[src/rtl/mac4b_exec_unit.sv]
// CV-X-IF execution stage for the MAC 4-bit extension: signed 4-bit-lane dot products,
// a running accumulator and an in-order result FIFO feeding the result channel.

module mac4b_exec_unit #(
    parameter int XLEN      = 32,
    parameter int IdWidth   = 3,
    parameter int FifoDepth = 4
) (
    input  logic               clk_i,
    input  logic               rst_ni,
    input  logic               flush_i,
    input  logic               issue_valid_i,
    output logic               issue_ready_o,
    input  logic               issue_accept_i,
    input  logic               issue_writeback_i,
    input  logic [1:0]         issue_op_i,
    input  logic [4:0]         issue_rd_i,
    input  logic [IdWidth-1:0] issue_id_i,
    input  logic [XLEN-1:0]    rs1_i,
    input  logic [XLEN-1:0]    rs2_i,
    output logic               result_valid_o,
    input  logic               result_ready_i,
    output logic [IdWidth-1:0] result_id_o,
    output logic [4:0]         result_rd_o,
    output logic               result_we_o,
    output logic [XLEN-1:0]    result_data_o
);

    localparam int LANES = XLEN / 4;
    localparam int PW    = (FifoDepth > 1) ? $clog2(FifoDepth) : 1;
    localparam int CW    = PW + 1;

    localparam logic [1:0] OP_DOT4B  = 2'd0;
    localparam logic [1:0] OP_MAC4B  = 2'd1;
    localparam logic [1:0] OP_RDACC  = 2'd2;
    localparam logic [1:0] OP_CLRACC = 2'd3;

    function automatic logic [7:0] lane_mul(input logic [3:0] a, input logic [3:0] b);
        logic signed [7:0] a_ext;
        logic signed [7:0] b_ext;
        a_ext = {{4{a[3]}}, a};
        b_ext = {{4{b[3]}}, b};
        lane_mul = a_ext * b_ext;
    endfunction

    logic               fire_s;
    logic [7:0]         prod_s [LANES];
    logic [XLEN-1:0]    dot_s;

    logic               s1_valid_r;
    logic [7:0]         s1_prod_r [LANES];
    logic [1:0]         s1_op_r;
    logic [4:0]         s1_rd_r;
    logic [IdWidth-1:0] s1_id_r;
    logic               s1_we_r;

    logic               s2_valid_r;
    logic [XLEN-1:0]    s2_dot_r;
    logic [1:0]         s2_op_r;
    logic [4:0]         s2_rd_r;
    logic [IdWidth-1:0] s2_id_r;
    logic               s2_we_r;

    logic [XLEN-1:0]    acc_r;
    logic [XLEN-1:0]    acc_nxt_s;
    logic [XLEN-1:0]    res_s;

    logic [XLEN-1:0]    fifo_data_r [FifoDepth];
    logic [IdWidth-1:0] fifo_id_r   [FifoDepth];
    logic [4:0]         fifo_rd_r   [FifoDepth];
    logic [FifoDepth-1:0] fifo_we_r;
    logic [PW-1:0]      wr_ptr_r;
    logic [PW-1:0]      rd_ptr_r;
    logic [CW-1:0]      count_r;
    logic [PW-1:0]      wr_ptr_nxt_s;
    logic [PW-1:0]      rd_ptr_nxt_s;
    logic [CW-1:0]      count_nxt_s;
    logic [CW:0]        occ_nxt_s;
    logic               push_s;
    logic               pop_s;
    logic               s2_in_s;
    logic               head_bypass_s;

    logic               issue_ready_r;
    logic               result_valid_r;
    logic [IdWidth-1:0] result_id_r;
    logic [4:0]         result_rd_r;
    logic               result_we_r;
    logic [XLEN-1:0]    result_data_r;

    assign fire_s  = issue_valid_i & issue_ready_r & issue_accept_i & ~flush_i;
    assign s2_in_s = s1_valid_r & ~flush_i;
    assign push_s  = s2_valid_r & ~flush_i;
    assign pop_s   = result_valid_r & result_ready_i & ~flush_i;

    // Per-lane signed products of the incoming operands
    always_comb begin
        for (int k = 0; k < LANES; k++) begin
            prod_s[k] = lane_mul(rs1_i[4*k +: 4], rs2_i[4*k +: 4]);
        end
    end

    // Stage 1: capture products and instruction tag on issue fire
    always_ff @(posedge clk_i or negedge rst_ni) begin
        if (!rst_ni) begin
            s1_valid_r <= 1'b0;
            s1_op_r    <= 2'd0;
            s1_rd_r    <= 5'd0;
            s1_id_r    <= '0;
            s1_we_r    <= 1'b0;
            for (int k = 0; k < LANES; k++) s1_prod_r[k] <= 8'd0;
        end else begin
            s1_valid_r <= fire_s;
            if (fire_s) begin
                s1_op_r <= issue_op_i;
                s1_rd_r <= issue_rd_i;
                s1_id_r <= issue_id_i;
                s1_we_r <= issue_writeback_i;
                for (int k = 0; k < LANES; k++) s1_prod_r[k] <= prod_s[k];
            end
        end
    end

    // Sign-extended reduction of the stage-1 products
    always_comb begin
        dot_s = {XLEN{1'b0}};
        for (int k = 0; k < LANES; k++) begin
            dot_s = dot_s + {{(XLEN-8){s1_prod_r[k][7]}}, s1_prod_r[k]};
        end
    end

    // Stage 2: hold the dot product and tag for the accumulate/writeback step
    always_ff @(posedge clk_i or negedge rst_ni) begin
        if (!rst_ni) begin
            s2_valid_r <= 1'b0;
            s2_dot_r   <= {XLEN{1'b0}};
            s2_op_r    <= 2'd0;
            s2_rd_r    <= 5'd0;
            s2_id_r    <= '0;
            s2_we_r    <= 1'b0;
        end else begin
            s2_valid_r <= s2_in_s;
            if (s2_in_s) begin
                s2_dot_r <= dot_s;
                s2_op_r  <= s1_op_r;
                s2_rd_r  <= s1_rd_r;
                s2_id_r  <= s1_id_r;
                s2_we_r  <= s1_we_r;
            end
        end
    end

    // Result value and accumulator effect of the stage-2 op
    always_comb begin
        acc_nxt_s = acc_r;
        res_s     = acc_r;
        case (s2_op_r)
            OP_DOT4B: begin
                acc_nxt_s = acc_r;
                res_s     = s2_dot_r;
            end
            OP_MAC4B: begin
                acc_nxt_s = acc_r + s2_dot_r;
                res_s     = acc_r + s2_dot_r;
            end
            OP_RDACC: begin
                acc_nxt_s = acc_r;
                res_s     = acc_r;
            end
            OP_CLRACC: begin
                acc_nxt_s = {XLEN{1'b0}};
                res_s     = acc_r;
            end
            default: begin
                acc_nxt_s = acc_r;
                res_s     = acc_r;
            end
        endcase
    end

    // Accumulator only moves when its op actually retires into the FIFO
    always_ff @(posedge clk_i or negedge rst_ni) begin
        if (!rst_ni) begin
            acc_r <= {XLEN{1'b0}};
        end else if (push_s) begin
            acc_r <= acc_nxt_s;
        end
    end

    // Next FIFO pointers, occupancy and issue credit
    always_comb begin
        wr_ptr_nxt_s = wr_ptr_r;
        rd_ptr_nxt_s = rd_ptr_r;
        count_nxt_s  = count_r;
        if (flush_i) begin
            wr_ptr_nxt_s = {PW{1'b0}};
            rd_ptr_nxt_s = {PW{1'b0}};
            count_nxt_s  = {CW{1'b0}};
        end else begin
            if (push_s) wr_ptr_nxt_s = wr_ptr_r + PW'(1);
            else        wr_ptr_nxt_s = wr_ptr_r;
            if (pop_s)  rd_ptr_nxt_s = rd_ptr_r + PW'(1);
            else        rd_ptr_nxt_s = rd_ptr_r;
            case ({push_s, pop_s})
                2'b10:   count_nxt_s = count_r + CW'(1);
                2'b01:   count_nxt_s = count_r - CW'(1);
                default: count_nxt_s = count_r;
            endcase
        end
        occ_nxt_s = {1'b0, count_nxt_s} + {{CW{1'b0}}, fire_s} + {{CW{1'b0}}, s2_in_s};
        // The new head is the entry being written when the FIFO is or becomes empty
        head_bypass_s = push_s & (rd_ptr_nxt_s == wr_ptr_r);
    end

    // FIFO storage and pointers
    always_ff @(posedge clk_i or negedge rst_ni) begin
        if (!rst_ni) begin
            wr_ptr_r  <= {PW{1'b0}};
            rd_ptr_r  <= {PW{1'b0}};
            count_r   <= {CW{1'b0}};
            fifo_we_r <= {FifoDepth{1'b0}};
            for (int i = 0; i < FifoDepth; i++) begin
                fifo_data_r[i] <= {XLEN{1'b0}};
                fifo_id_r[i]   <= '0;
                fifo_rd_r[i]   <= 5'd0;
            end
        end else begin
            wr_ptr_r <= wr_ptr_nxt_s;
            rd_ptr_r <= rd_ptr_nxt_s;
            count_r  <= count_nxt_s;
            if (push_s) begin
                fifo_data_r[wr_ptr_r] <= res_s;
                fifo_id_r[wr_ptr_r]   <= s2_id_r;
                fifo_rd_r[wr_ptr_r]   <= s2_rd_r;
                fifo_we_r[wr_ptr_r]   <= s2_we_r;
            end
        end
    end

    // Registered result channel and issue-ready; head only changes on pop or fill-from-empty
    always_ff @(posedge clk_i or negedge rst_ni) begin
        if (!rst_ni) begin
            issue_ready_r  <= 1'b1;
            result_valid_r <= 1'b0;
            result_id_r    <= '0;
            result_rd_r    <= 5'd0;
            result_we_r    <= 1'b0;
            result_data_r  <= {XLEN{1'b0}};
        end else begin
            issue_ready_r  <= (occ_nxt_s < (CW+1)'(FifoDepth));
            result_valid_r <= (count_nxt_s != {CW{1'b0}});
            if (head_bypass_s) begin
                result_id_r   <= s2_id_r;
                result_rd_r   <= s2_rd_r;
                result_we_r   <= s2_we_r;
                result_data_r <= res_s;
            end else begin
                result_id_r   <= fifo_id_r[rd_ptr_nxt_s];
                result_rd_r   <= fifo_rd_r[rd_ptr_nxt_s];
                result_we_r   <= fifo_we_r[rd_ptr_nxt_s];
                result_data_r <= fifo_data_r[rd_ptr_nxt_s];
            end
        end
    end

    assign issue_ready_o  = issue_ready_r;
    assign result_valid_o = result_valid_r;
    assign result_id_o    = result_id_r;
    assign result_rd_o    = result_rd_r;
    assign result_we_o    = result_we_r;
    assign result_data_o  = result_data_r;

    mac4b_exec_unit_chk #(
        .XLEN      (XLEN),
        .IdWidth   (IdWidth),
        .FifoDepth (FifoDepth)
    ) u_chk (
        .clk_i        (clk_i),
        .rst_ni       (rst_ni),
        .flush_i      (flush_i),
        .fire         (fire_s),
        .fire_we      (issue_writeback_i),
        .push         (push_s),
        .pop          (pop_s),
        .count        (count_r),
        .result_valid (result_valid_r),
        .result_ready (result_ready_i),
        .result_id    (result_id_r),
        .result_rd    (result_rd_r),
        .result_we    (result_we_r),
        .result_data  (result_data_r)
    );

endmodule

// Protocol checker: FIFO bounds, result stability under backpressure and
// writeback-flag tracking from issue to result.
module mac4b_exec_unit_chk #(
    parameter int XLEN      = 32,
    parameter int IdWidth   = 3,
    parameter int FifoDepth = 4
) (
    input  logic               clk_i,
    input  logic               rst_ni,
    input  logic               flush_i,
    input  logic               fire,
    input  logic               fire_we,
    input  logic               push,
    input  logic               pop,
    input  logic [((FifoDepth > 1) ? $clog2(FifoDepth) : 1):0] count,
    input  logic               result_valid,
    input  logic               result_ready,
    input  logic [IdWidth-1:0] result_id,
    input  logic [4:0]         result_rd,
    input  logic               result_we,
    input  logic [XLEN-1:0]    result_data
);

    localparam int SPW = ((FifoDepth > 1) ? $clog2(FifoDepth) : 1) + 1;
    localparam int CW  = SPW;

    logic [(1 << SPW)-1:0] sh_we_r;
    logic [SPW-1:0]        sh_wr_r;
    logic [SPW-1:0]        sh_rd_r;

    // Shadow queue of writeback flags in issue order
    always_ff @(posedge clk_i or negedge rst_ni) begin
        if (!rst_ni) begin
            sh_we_r <= '0;
            sh_wr_r <= {SPW{1'b0}};
            sh_rd_r <= {SPW{1'b0}};
        end else if (flush_i) begin
            sh_wr_r <= {SPW{1'b0}};
            sh_rd_r <= {SPW{1'b0}};
        end else begin
            if (fire) begin
                sh_we_r[sh_wr_r] <= fire_we;
                sh_wr_r          <= sh_wr_r + SPW'(1);
            end
            if (pop) sh_rd_r <= sh_rd_r + SPW'(1);
        end
    end

    a_no_overflow: assert property (@(posedge clk_i) disable iff (!rst_ni)
        !(push && !pop && (count == CW'(FifoDepth))));

    a_no_underflow: assert property (@(posedge clk_i) disable iff (!rst_ni)
        !(pop && (count == {CW{1'b0}})));

    a_stable: assert property (@(posedge clk_i) disable iff (!rst_ni)
        (result_valid && !result_ready && !flush_i) |=>
        (result_valid && $stable(result_data) && $stable(result_id) &&
         $stable(result_rd) && $stable(result_we)));

    a_we_match: assert property (@(posedge clk_i) disable iff (!rst_ni)
        pop |-> (result_we == sh_we_r[sh_rd_r]));

endmodule

[config.mk]
export PLATFORM = sky130hd
export DESIGN_NAME = mac4b_exec_unit
export DESIGN_NICKNAME = d
export VERILOG_FILES = /design/src/rtl/mac4b_exec_unit.sv
export SDC_FILE = /design/constraint.sdc
export NUM_CORES = 1
export LEC_CHECK = 0
export CORE_MARGIN = 2
export CORE_UTILIZATION = 55
export DETAILED_ROUTE_END_ITERATION = 7
export GPL_TIMING_DRIVEN = 0
export PLACE_DENSITY = 0.77
export SKIP_CTS_REPAIR_TIMING = 1
export SYNTH_ARGS = -nofsm -noshare
export SYNTH_HDL_FRONTEND = slang
export SYNTH_SLANG_ARGS = --single-unit
[constraint.sdc]
create_clock -name clk_i -period 4.75 [get_ports clk_i]
set_input_delay 0.475 -clock clk_i [delete_from_list [all_inputs] [get_ports clk_i]]
set_output_delay 0.475 -clock clk_i [all_outputs]
set_load 0.01 [all_outputs]
== After elaboration in Yosys (flattened, before gate mapping) ==
Cells that the tools add are included.

* Latch bits: 0
* Word-level logic and storage cells: 132
* Memory bits (read-only): 0
* Output and inout bits: 43
* Flip-flop bits (word level): 366
* Memory bits (writable): 0
* Memories: 0
* Input port bits: 81

* Add/subtract/negate cells: 14
* $mul: 8
* Reductions and logical operators: 8
* $lt $le $gt $ge: 7
* Shift operators: 0
* Div/mod/pow operators: 0
* Muxes and demuxes: 35
* Bitwise operators: 12
* Eq/ne operators: 6

{| class="wikitable"
|+ Operators with widths
! kind !! count
|-
| 128-bit bitwise mux || 1
|-
| 32-bit 2-to-1 mux || 4
|-
| 32-bit case mux with 3 select lines || 1
|-
| 32-bit binary-select mux with 2-bit select || 1
|-
| 32-bit demux with 2-bit select || 1
|-
| 4-bit by 4-bit multiplier with 8-bit output || 8
|-
| 32-bit case mux with 2 select lines || 1
|-
| 32-bit adder || 1
|-
| 20-bit bitwise mux || 1
|-
| 5-bit 2-to-1 mux || 4
|-
| 14-bit by 8-bit adder with 15-bit output || 1
|-
| 3-bit 2-to-1 mux || 5
|-
| 13-bit by 8-bit adder with 14-bit output || 1
|-
| 12-bit by 8-bit adder with 13-bit output || 1
|-
| 11-bit by 8-bit adder with 12-bit output || 1
|-
| 12-bit bitwise mux || 1
|-
| 10-bit by 8-bit adder with 11-bit output || 1
|-
| 9-bit by 8-bit adder with 10-bit output || 1
|-
| 5-bit binary-select mux with 2-bit select || 1
|-
| 5-bit demux with 2-bit select || 1
|-
| 8-bit by 8-bit adder with 9-bit output || 1
|-
| 1-bit bitwise AND || 8
|-
| 2-bit 2-to-1 mux || 4
|-
| 3-bit binary-select mux with 2-bit select || 1
|-
| 27 further kinds || 39
|}

== Depth between registers and ports, before layout ==
* Word-level depth: 9
* Depth in mapped cells: 19
* Depth with buffers taken out: 19

== Worst setup path after synthesis ==
OpenSTA, ideal clock, no wires.

* Path kind: flip-flop to flip-flop
* Start: register s1_prod_r[2] (netlist name)
* End: register s2_dot_r[10]
* Period minus slack after synthesis: 4408 ps
* Required time: 4655 ps
* Buffers on the path: 0
* Setup time: 95 ps
* Path slack: 342 ps
* Data arrival time: 4312 ps
* Stages on the path, launching flop included: 20
* Path through: dfrtp_1 > inv_1 > fa_1 > inv_1 > fa_1 > fa_1 > inv_1 > fa_1 > inv_1 > ha_1 > inv_1 > fa_1 > nor2b_1 > o21ai_0 > a21boi_0 > o21ai_0 > a21boi_0 > o21ai_0 > and3_1 > o31ai_1

* Longest elaborated chain between the ends: 1

{| class="wikitable"
|+ RTL lines
! what !! RTL line !! text
|-
| start: declaration || 51 || <nowiki>logic [7:0] s1_prod_r [LANES];</nowiki>
|-
| 14-bit by 8-bit adder with 15-bit output || 128 || <nowiki>dot_s = dot_s + {{(XLEN-8){s1_prod_r[k][7]}}, s1_prod_r[k]};</nowiki>
|-
| end signal: assignment || 136 || <nowiki>s2_dot_r <= {XLEN{1'b0}};</nowiki>
|-
| end signal: assignment || 144 || <nowiki>s2_dot_r <= dot_s;</nowiki>
|-
| end: declaration || 58 || <nowiki>logic [XLEN-1:0] s2_dot_r;</nowiki>
|}

No other way between the ends.
A chain may end at the register's enable or synchronous reset.

== Final worst setup path ==
* Start: register s1_prod_r[3] (netlist name)
* End: register s2_dot_r[11]

The elaborated chain is that of the path after synthesis.

==> impl_metrics.toml <==
[sta]
hold_violations = 0
fin_crit_sh = 0.947
tightest_slew_ns = 1.15
post-route-min-period_ns = 4.50
slew_headroom = 0.233
layout_setup_ws_ns = 0.253
drv_slew = 0
setup_violations = 0
rsz0062_at_grt = "no"
max_freq_mhz = 222
clock_skew_ns = 0.0231

[flow_run]
maxCapViolCount = 0

[synth]
yosysTopAreaCell = "dfrtp_1"
synth_edf_count = 0
synth_top_cell_area_share = 0.383
synth_common_cells = "nand2_1, dfrtp_1, inv_1"
syn_area_per_cell_sq_um = 9.10
synth.most_common_cell = "nand2_1"
synth.area.top_cells = "dfrtp_1, fa_1, nand2_1, ha_1, o21ai_0"
syn_inst = 2501
synth_area_sq_mm = 0.0228
ys_seq_elements = 349
synthesis.nets = 2854
synth_async_sr_flop_share = 1.00
ys.flop_type = "dfrtp_1"
synth-warning-count = 0
synth_seq_area_share = 0.384
ys_types = 70

[setup_path]
startpoint_type = "flop"
crit_buf_inv = 4
crit_chain = "inv_1 -> fa_1 -> inv_1 -> fa_1 -> fa_1 -> inv_1 -> fa_1 -> inv_1 -> ha_1 -> a21o_1 -> a21oi_2 -> o21ai_0 -> a21oi_2 -> o21ai_0 -> a31oi_1 -> xor2_1 -> o21ai_0"
cpLargestDelayFamily = "adder cells"
critPathCaptureType = "flop"
crit_arrival_ns = 4.89
timing.rr.end = "s2_dot_r[11]"
cp.required_ns = 5.15
slowest_delay_ns = 0.59
reg2reg_depth = 17
crit_fanout = 3
slowest_stage = "fa_1"
crit_type = "flop to flop"
r2r-start = "s1_prod_r[3]"
rrSetupSlack_ns = 0.25

[clocking]
cts_max_path_buffers = 3
cts_sinks = 349
cts-root-buf = "clkbuf_16"
cts_max_level = 2
cts_tree = "done"
clk_pin_slew_ns = 0.06
clk_latency_ns = 0.54
cts_buffers = 38

[placement]
dpl_worst_slack_ns = 0.00508
post-dp-hpwl_um = 45000
io_buffers = 123
gp_congestion = 0.926
dp_cells = 3158

[layout]
final_nets = 3021
num-fill-cells = 3283
seqCellArea_sq_mm = 0.00873
area_growth_syn_to_layout_pct = 14.7
multi_input_area_sq_mm = 0.0126
diodes = 0
final_cells = 3227
drive_above_1_share = 0.0542

[drt]
dr.pass1.iters = 6
drtIter0Drc = 1637
drt-total-wl_um = 59200
ant_nets = 0
vias = 18600
drc = 0
post_drt_wl_per_cell_um = 18.4
via_per_inst = 5.75

[global_route]
grt_util_all_layers = 0.275
grt_pass1_wl_um = 96400
grt_pass1_vias = 19000
grt_max_degree = 128
antenna_found_initial = 2
grt-ovfl-total = 0

[die]
rows = 74
die_area_sq_mm = 0.0430
core_sq_mm = 0.0408
die_h_um = 207
pin_count = 124
fp.dieW_um = 207
initial_core_util = 0.557

[power]
power_leakage_nw = 12.6
p_per_area_mw_per_mm2 = 740
max-vdd-ir-drop_uv = 1680

[hold_path]
min_path_type = "primary input to asynchronous set/reset pin"

[outcome]
status = "finished, final reports clean"
routing by layer:
metal / vias up / wire (um) / global-route usage
li1: 8629 / - / -
met1: 9086 / 23500 / 0.344
met2: 699 / 30200 / 0.485
met3: 132 / 3540 / 0.0375
met4: 4 / 2030 / 0.104
met5: - / 23 / 0
cell usage in the layout (no fill, tap or decap), types with 39 or more instances in the layout:
cell	n
nand3_1	144
clkbuf_16	39
o21ai_0	219
clkdlybuf4s50_1	122
inv_1	260
nor2_1	54
nand2_1	527
dfrtp_1	348
clkbuf_1	112
xnor2_1	67
fa_1	125
ha_1	145
a21oi_1	80
and2_1	48
final cells by class:
class | instances | share of cell area
Buffer | 119 | 0.0174
Clock buffer | 55 | 0.0443
Clock inverter | 12 | 0.00824
Inverter | 264 | 0.0379
Multi-Input combinational cell | 1769 | 0.482
Sequential cell | 349 | 0.334
Tap cell | 532 | 0.0255
Timing Repair Buffer | 127 | 0.0500
sequential cells by signal, summed over array words and instances, names as in the netlist, 2 cells and up:
name	cells
s1_prod_r	64
result_id_o	3
wr_ptr_r	2
s2_rd_r	5
rd_ptr_r	2
s1_rd_r	5
count_r	3
acc_r	32
s2_dot_r	15
fifo_data_r	128
s2_op_r	2
s1_id_r	3
result_rd_o	5
s2_id_r	3
fifo_we_r	4
fifo_id_r	12
fifo_rd_r	20
s1_op_r	2
result_data_o	32
cells by family (layout without fill, tap and decap cells):
logic type | after synthesis | after routing | synth area share
AO/OA/AOI/OAI | 501 | 501 | 0.137
XOR/XNOR | 93 | 93 | 0.0358
adder cells (fa/ha/maj) | 272 | 272 | 0.191
buffers and inverters | 383 | 577 | 0.0635
flip-flops | 349 | 349 | 0.384
multiplexers | 48 | 48 | 0.0231
AND/OR/NAND/NOR | 855 | 855 | 0.165
power breakdown:
part,internal (mW),leakage (nW),total (mW),switching [mW]
Sequential,3.57,4.65,4.01,0.441
Clock,1.97,0.664,3.19,1.22
Combinational,5.13,7.33,12.1,6.99
Total,10.7,12.6,19.3,8.65
per-stage QoR:
step	utilization	hold WS, ns	TNS (ns)	total power, mW	area, sq um
floorplan	-	0.179	0	12.8	22800
global placement	0.604	0.455	-3970.10	15.2	24700
detailed placement	0.605	0.456	0	15.6	24700
CTS	0.639	0.0623	-0.0481	18.9	26100
global route	0.640	0.0833	0	21.3	26100
finish	0.640	0.0177	0	19.3	26100
worst max-delay path by stage:
stage                  start      endpoint  cells after the start
6_report        s1_prod_r[3]  s2_dot_r[11]                     17
5_1_grt         s1_prod_r[2]  s2_dot_r[10]                     19
4_1_cts         s1_prod_r[2]  s2_dot_r[10]                     19
3_5_place_dp   s1_prod_r[34]  s2_dot_r[10]                     19
3_3_place_gp          rst_ni  s1_prod_r[9]                      1
2_1_floorplan   s1_prod_r[2]  s2_dot_r[10]                     19
No activity file was read; power rests on OpenSTA's default activity.
